**src/rtl/delay_scheduler.sv**
```systemverilog
// ---------------------------------------------------------------------------
// delay_scheduler
//
// Upstream stage of the delay line. Every rising edge seen on the asynchronous
// pulse_in becomes a target timestamp (count + delay, wrapping) that is
// written into the downstream timestamp FIFO. One event can be parked while
// the FIFO is full. Events that cannot be kept, or whose target time has
// already arrived while still parked, are discarded and counted.
//
// Ports:
//   clk           system clock
//   rst           synchronous reset, active-high
//   pulse_in      asynchronous event input, rising edge = event
//   count         free-running timebase shared with the comparator
//   delay         requested delay in clk cycles, sampled per event
//   full          FIFO full flag
//   wr_en         FIFO write strobe (decoded from state and full)
//   data_out      target timestamp presented with wr_en
//   drop_count    saturating count of discarded events
//   overflow      sticky flag, set on any discard
//   clr_overflow  clears overflow and drop_count
// ---------------------------------------------------------------------------
module delay_scheduler #(
   parameter int WIDTH       = 8,
   parameter int SYNC_STAGES = 2,
   parameter int MIN_DELAY   = 2,
   parameter int DROP_WIDTH  = 8
) (
   input  logic                  clk,
   input  logic                  rst,
   input  logic                  pulse_in,
   input  logic [WIDTH-1:0]      count,
   input  logic [WIDTH-1:0]      delay,
   input  logic                  full,
   output logic                  wr_en,
   output logic [WIDTH-1:0]      data_out,
   output logic [DROP_WIDTH-1:0] drop_count,
   output logic                  overflow,
   input  logic                  clr_overflow
);

   localparam logic [WIDTH-1:0] C_MIN_DELAY = WIDTH'(MIN_DELAY);

   typedef enum logic {
      IDLE,
      PEND
   } state_t;

   state_t                  r_state;
   logic [SYNC_STAGES-1:0]  r_sync;
   logic                    r_prev;
   logic [WIDTH-1:0]        r_hold;
   logic [DROP_WIDTH-1:0]   r_dropCount;
   logic                    r_overflow;

   logic                    w_rise;
   logic [WIDTH-1:0]        w_effDelay;
   logic [WIDTH-1:0]        w_target;
   logic                    w_stale;
   logic                    w_drop;

   // Synchroniser chain plus the edge-detect flop. Everything resets to 1 so
   // that a pulse_in already high when reset lifts is not mistaken for a new
   // event; the input has to go low and then high again first.
   always_ff @(posedge clk) begin
      if (rst) begin
         r_sync <= '1;
         r_prev <= 1'b1;
      end else begin
         r_sync <= {r_sync[SYNC_STAGES-2:0], pulse_in};
         r_prev <= r_sync[SYNC_STAGES-1];
      end
   end

   // Edge detect, delay clamp and the wrapping target. The stale test only
   // matters while parked behind a full FIFO: once count has reached the
   // parked target, writing it would schedule an event a full wrap late.
   // A drop is either a newly arriving event that cannot be parked, or the
   // parked event going stale; if both coincide the stale one is discarded,
   // the new one is parked, and only a single drop is recorded.
   always_comb begin
      w_rise     = r_sync[SYNC_STAGES-1] & ~r_prev;
      w_effDelay = (delay < C_MIN_DELAY) ? C_MIN_DELAY : delay;
      w_target   = count + w_effDelay;
      w_stale    = (count == r_hold);
      w_drop     = (r_state == PEND) && full && (w_rise || w_stale);
   end

   // Scheduler state machine. In PEND the FIFO is written whenever it is not
   // full; a write always beats the stale test. A rise that lands in the
   // same cycle as a write is parked straight away so back-to-back events
   // give back-to-back writes. With the FIFO full the oldest event wins,
   // unless it has gone stale, in which case it is replaced or abandoned.
   always_ff @(posedge clk) begin
      if (rst) begin
         r_state <= IDLE;
         r_hold  <= '0;
      end else begin
         case (r_state)
            IDLE: begin
               if (w_rise) begin
                  r_hold  <= w_target;
                  r_state <= PEND;
               end
            end
            PEND: begin
               if (!full) begin
                  if (w_rise) begin
                     r_hold <= w_target;
                  end else begin
                     r_state <= IDLE;
                  end
               end else if (w_stale) begin
                  if (w_rise) begin
                     r_hold <= w_target;
                  end else begin
                     r_state <= IDLE;
                  end
               end
            end
            default: begin
               r_state <= IDLE;
            end
         endcase
      end
   end

   // Discard bookkeeping. The counter saturates rather than wrapping so a
   // burst of losses is never reported as a small number. A drop in the
   // same cycle as a clear is still reported, leaving a count of one.
   always_ff @(posedge clk) begin
      if (rst) begin
         r_dropCount <= '0;
         r_overflow  <= 1'b0;
      end else if (w_drop) begin
         r_overflow <= 1'b1;
         if (clr_overflow) begin
            r_dropCount <= DROP_WIDTH'(1);
         end else if (r_dropCount != '1) begin
            r_dropCount <= r_dropCount + 1'b1;
         end
      end else if (clr_overflow) begin
         r_dropCount <= '0;
         r_overflow  <= 1'b0;
      end
   end

   // The write strobe is the one unregistered output so that the FIFO sees
   // a write in the very first cycle full drops.
   assign wr_en      = (r_state == PEND) && !full;
   assign data_out   = r_hold;
   assign drop_count = r_dropCount;
   assign overflow   = r_overflow;

endmodule

```
**config.mk**
```make
export PLATFORM = sky130hd
export DESIGN_NAME = delay_scheduler
export DESIGN_NICKNAME = d
export VERILOG_FILES = /design/src/rtl/delay_scheduler.sv
export SDC_FILE = /design/constraint.sdc
export NUM_CORES = 1
export LEC_CHECK = 0
export CORE_ASPECT_RATIO = 1.2
export CORE_MARGIN = 2
export CORE_UTILIZATION = 60
export CTS_CLUSTER_SIZE = 16
export DETAILED_ROUTE_END_ITERATION = 10
export DONT_BUFFER_PORTS = 1
export GPL_ROUTABILITY_DRIVEN = 0
export PLACE_DENSITY = 0.77
export SLEW_MARGIN = 0
export SYNTH_ARGS = -nofsm -noshare
export SYNTH_HDL_FRONTEND = slang
export SYNTH_SLANG_ARGS = --single-unit
```
**constraint.sdc**
```tcl
create_clock -name clk -period 2.71 [get_ports clk]
set_input_delay 0.271 -clock clk [delete_from_list [all_inputs] [get_ports clk]]
set_output_delay 0.271 -clock clk [all_outputs]
set_load 0.1 [all_outputs]
```
* Word level (Yosys, flattened, before mapping) *
Cells that the tools add are included.

word-level totals
  bits in registers = 21
  logic and storage cells = 38
  output and inout port bits = 18
  bits of input ports = 21

operators by class
  reduce and logical (&&, ||, !) cells = 8
  add/sub/neg operators = 2
  muxes and demuxes = 15
  bitwise gates (word level) = 3
  order comparisons = 1
  eq/ne operators = 3

operator list
  cell                                                                          count
  8-bit 2-to-1 mux                                                              8
  8-bit case mux with 2 select lines                                            1
  8-bit by 1-bit adder with 8-bit output, second input constant                 1
  8-bit adder                                                                   1
  8-bit == test                                                                 1
  8-bit by 2-bit less-than comparator with 1-bit output, second input constant  1
  8-bit inequality test, second input constant                                  1
  1-bit 2-to-1 mux                                                              5
  2-bit nonzero test                                                            2
  1-bit logical AND                                                             3
  3-bit by 2-bit inequality test with 1-bit output, second input constant       1
  1-bit NOT                                                                     2
  1-bit case mux with 2 select lines                                            1
  2-bit AND reduction                                                           1
  1-bit AND                                                                     1
  1-bit logical NOT                                                             1
  1-bit logical OR                                                              1

* Depth between registers and ports, before layout *
  word-level depth = 7
  gate-level depth with buffers = 10
  mapped depth without buffers = 10

* Worst setup path before layout *
No wires, ideal clock.

  path type = register to register
  from = reg r_hold[7], in the netlist data_out[7]
  to = reg r_hold[3], in the netlist data_out[3]
  stages on the path, launching flop included = 6
  path slack = 0.507 ns
  arrival time = 2.133 ns
  path buffers = 0
  cell sequence = dfxtp_1 -> xnor2_1 -> and4_4 -> a21oi_4 -> or4_1 -> a21oi_1

between the ends
  longest elaborated chain between the ends = 2

RTL lines
  what                                                        line  text
  start, declared                                             52    logic [WIDTH-1:0] r_hold;
  start signal, assigned                                      102   r_hold <= w_target;
  start signal, assigned                                      109   r_hold <= w_target;
  start signal, assigned                                      115   r_hold <= w_target;
  8-bit == test                                               85    w_stale = (count == r_hold);
  3-bit by 2-bit inequality test with 1-bit output (no line)  n/a

Every way passes these cells.
A chain may end at the register's enable or synchronous reset.

* Worst setup path in the final report *
  from = in delay[5]
  to = reg r_hold[6], in the netlist data_out[6]

between the ends
  longest elaborated chain between the ends = 7

RTL lines
  what                                                   line           text
  start, declared                                        33             input logic [WIDTH-1:0] delay,
  8-bit by 2-bit less-than comparator with 1-bit output  83             w_effDelay = (delay < C_MIN_DELAY) ? C_MIN_DELAY : delay;
  8-bit 2-to-1 mux *                                     83
  8-bit adder *                                          84             w_target = count + w_effDelay;
  8-bit 2-to-1 mux *                                     101, 108, 114
  8-bit 2-to-1 mux                                       113            end else if (w_stale) begin
  8-bit 2-to-1 mux                                       107            if (!full) begin
  8-bit case mux with 2 select lines *                   99             case (r_state)

Every way passes the cells marked *; elsewhere a longest branch is shown, timed or not. The select of a mux whose other input is x is not followed.

==> run summary <==
Hold-fix buffers at CTS -> 0
Minimum clock period -> 2100 ps
Final nets -> 210
Pin count of the biggest net entering global routing -> 22
Post-synthesis sequential area ratio -> 0.305
Crit-path leading delay family -> compound AO/OA/AOI/OAI gates
Layout cells sized above 1 -> 0.156
Worst-skew pair later-pin latency -> 290 ps
Diodes inserted -> 0
Post-Synth Simple-Gate Area -> 0.241
Slew headroom -> 0.357
Synthesized instance count -> 167
DRT Pass-1 Iters -> 4
Synthesized-area fraction occupied by adder cells -> 0.0871
Area occupied by multi-input gates -> 918 um2
Grt ovf -> 0
Number of buffers added on ports -> 0
Initial antenna violation count -> 0
Core region area -> 2230 um2
Fin Setup TNS -> 0 ps
CP max stage delay -> 430 ps
PD cells -> 389 nW/um2
Synth area leaders -> dfxtp_1, xnor2_1, ha_1
Residual DRC -> 0
Post-route clock period utilization -> 0.775
Routed vias/inst -> 5.96
Worst path required time -> 2930 ps
Post-Syn Area -> 1380 um2
Xor/xnor share of the synthesized area -> 0.0889
Largest family of logic cells by synthesized area -> simple AND/OR/NAND/NOR gates
Main flop type after synthesis -> dfxtp_1
GRT Resource Usage Total -> 0.260
Most numerous cell in the Yosys netlist -> dfxtp_1
Initial Util -> 0.617
Clock skew -> 1.58 ps
Slowest-stage cell, CP -> fa_1
CTS tree -> built
Iteration-0 DRC Markers -> 24
Global-route wire length before repair -> 5200 um
CP endpoint kind -> register
Hold Crit Class -> in2reg
Biggest area consumer among synthesized cells -> dfxtp_1
Vias in the first global route -> 1,264
Resize count post-CTS -> 0
Final Hold Fails -> 0
Clock sinks -> 21
Die area -> 2700 um2
Final Setup Violations -> 0
Setup CP Type -> in2reg
Number of top-level pins -> 39
Clk slew on worst S/H paths -> 120 ps
Wire per inst -> 14.8 um
Mux share of post-synthesis cell area -> 0.0218
CTS Buf Count -> 3
Syn_nets -> 197
Post-DRT Antenna Nets -> 0
Reg area -> 420 um2
Final wirelength -> 3120 um
Dpl hpwl -> 2520 um
CP arrival -> 2320 ps
DR vias -> 1,251
Post-synth top cells -> dfxtp_1, nand2_1, xnor2_1
Top cell type's share of synthesized area -> 0.305
Chip Width -> 47.8 um
Layout area overhead -> 11.6%
Crit-path cells -> nor4_1, nand2_1, o21a_1, ha_1, fa_1, a211oi_1, o21bai_1, a21oi_1, xnor2_1, o31ai_1
Final Max Tran Viols -> 0
Synth Register Bits -> 21
Synth Area in Compound Gates -> 0.225
Fraction of registers with async set/reset -> 0
Max Buffers Root-to-Sink -> 2
Status -> finished clean
Syn Area/Cell -> 8.26 um2
Ys Warns -> 0
VDD IR-drop max -> 0.270 mV
Worst Path Buf+Inv -> 0
LEAKAGE -> 0.564 nW
Least-Margin Pin Slew -> 964 ps
Clock tree root buffer cell -> clkbuf_4
Filler instances -> 214
RSZ-0062 raised after global routing -> no
Critical path launch point type -> input pin
Fmax -> 476 MHz
Utilization after layout -> 0.689
Postcts setup bufs -> 0
Crit-path max FO -> 3
MaxCap Viol Count -> 0
H-tree Lvls -> 1
Rows -> 19
Netlist cell types -> 41
Post-synth EDFFs -> 0
Die extent in y -> 56.5 um
==> stage by stage <==
stage / total power, mW / hold WS [ps] / setup slack [ps] / area [um2] / instances
after floorplan: 0.439 / 375 / 507 / 1380 / 167
after global placement: 0.453 / 342 / 432 / 1510 / 206
after detailed placement: 0.455 / 345 / 287 / 1510 / 206
after CTS: 0.600 / 21.9 / 600 / 1540 / 210
after global routing: 0.630 / 4.64 / 420 / 1540 / 210
final: 0.598 / 28.2 / 610 / 1540 / 210
==> placed cells by master, fill, tap and decap left out, types with 3 or more instances in the layout <==
cell type  count
o21ai_0       12
xnor2_1       13
o31ai_1        3
nand4_1        4
a211oi_1       5
nor2_1         8
dfxtp_1       21
a21oi_1       12
clkbuf_4       3
ha_1           8
nand2_1       13
or3_1          6
nand2b_1       3
mux2i_1        3
buf_4         17
nor2b_1        4
nand3_1        8
or2_2          3
==> sequential cells by signal, summed over array words and instances (netlist names) <==
| register | flops |
|---|---|
| data_out | 8 |
| drop_count | 8 |
| overflow | 1 |
| r_prev | 1 |
| r_state | 1 |
| r_sync | 2 |
==> path summary, 6_finish.rpt <==
kind | from | endpoint | slack [ps] | cells past startpoint
worst max-delay path | delay[5] | data_out[6]$_SDFFE_PP0P_ | 610 | 10
worst min register to register | r_sync[0]$_SDFF_PP1_ | r_sync[1]$_SDFF_PP1_ | 430 | 1
worst max register to register | data_out[6]$_SDFFE_PP0P_ | drop_count[6]$_SDFFE_PP0P_ | 950 | 5
worst min-delay path | rst | r_state$_SDFF_PP0_ | 30 | 1
==> cell families (layout without fill, tap and decap cells) <==
logic type	Yosys count	in the layout
buffers and inverters	11	23
flip-flops	21	21
adder cells (fa/ha/maj)	9	9
AO/OA/AOI/OAI	48	48
XOR/XNOR	14	14
multiplexers	3	3
AND/OR/NAND/NOR	61	61
==> area by class of cell <==
| type | instances | share of cell area |
|---|---|---|
| multi-input cells | 135 | 0.597 |
| flip-flops and latches | 21 | 0.273 |
| repair buffers | 17 | 0.0829 |
| well taps | 31 | 0.0252 |
| clock buffers | 4 | 0.0171 |
| inverters | 2 | 0.00488 |
==> layer usage <==
metal | share of wire | wire length, um | GRT usage | vias to the layer above
li1 | - | - | - | 632
met4 | 0.011 | 35 | 0.104 | 0
met2 | 0.54 | 1680 | 0.465 | 33
met3 | 0.049 | 154 | 0.0354 | 2
met1 | 0.40 | 1240 | 0.285 | 584
met5 | 0 | 0 | 0 | -
==> power by group <==
group          switching, mW  total, mW  leakage (nW)  internal (mW)
clock network         0.0923      0.149        0.0150         0.0572
registers            0.00340      0.318         0.170          0.314
logic                 0.0792      0.131         0.379         0.0519
total                  0.175      0.598         0.564          0.423
No activity file was read; power rests on OpenSTA's default activity.
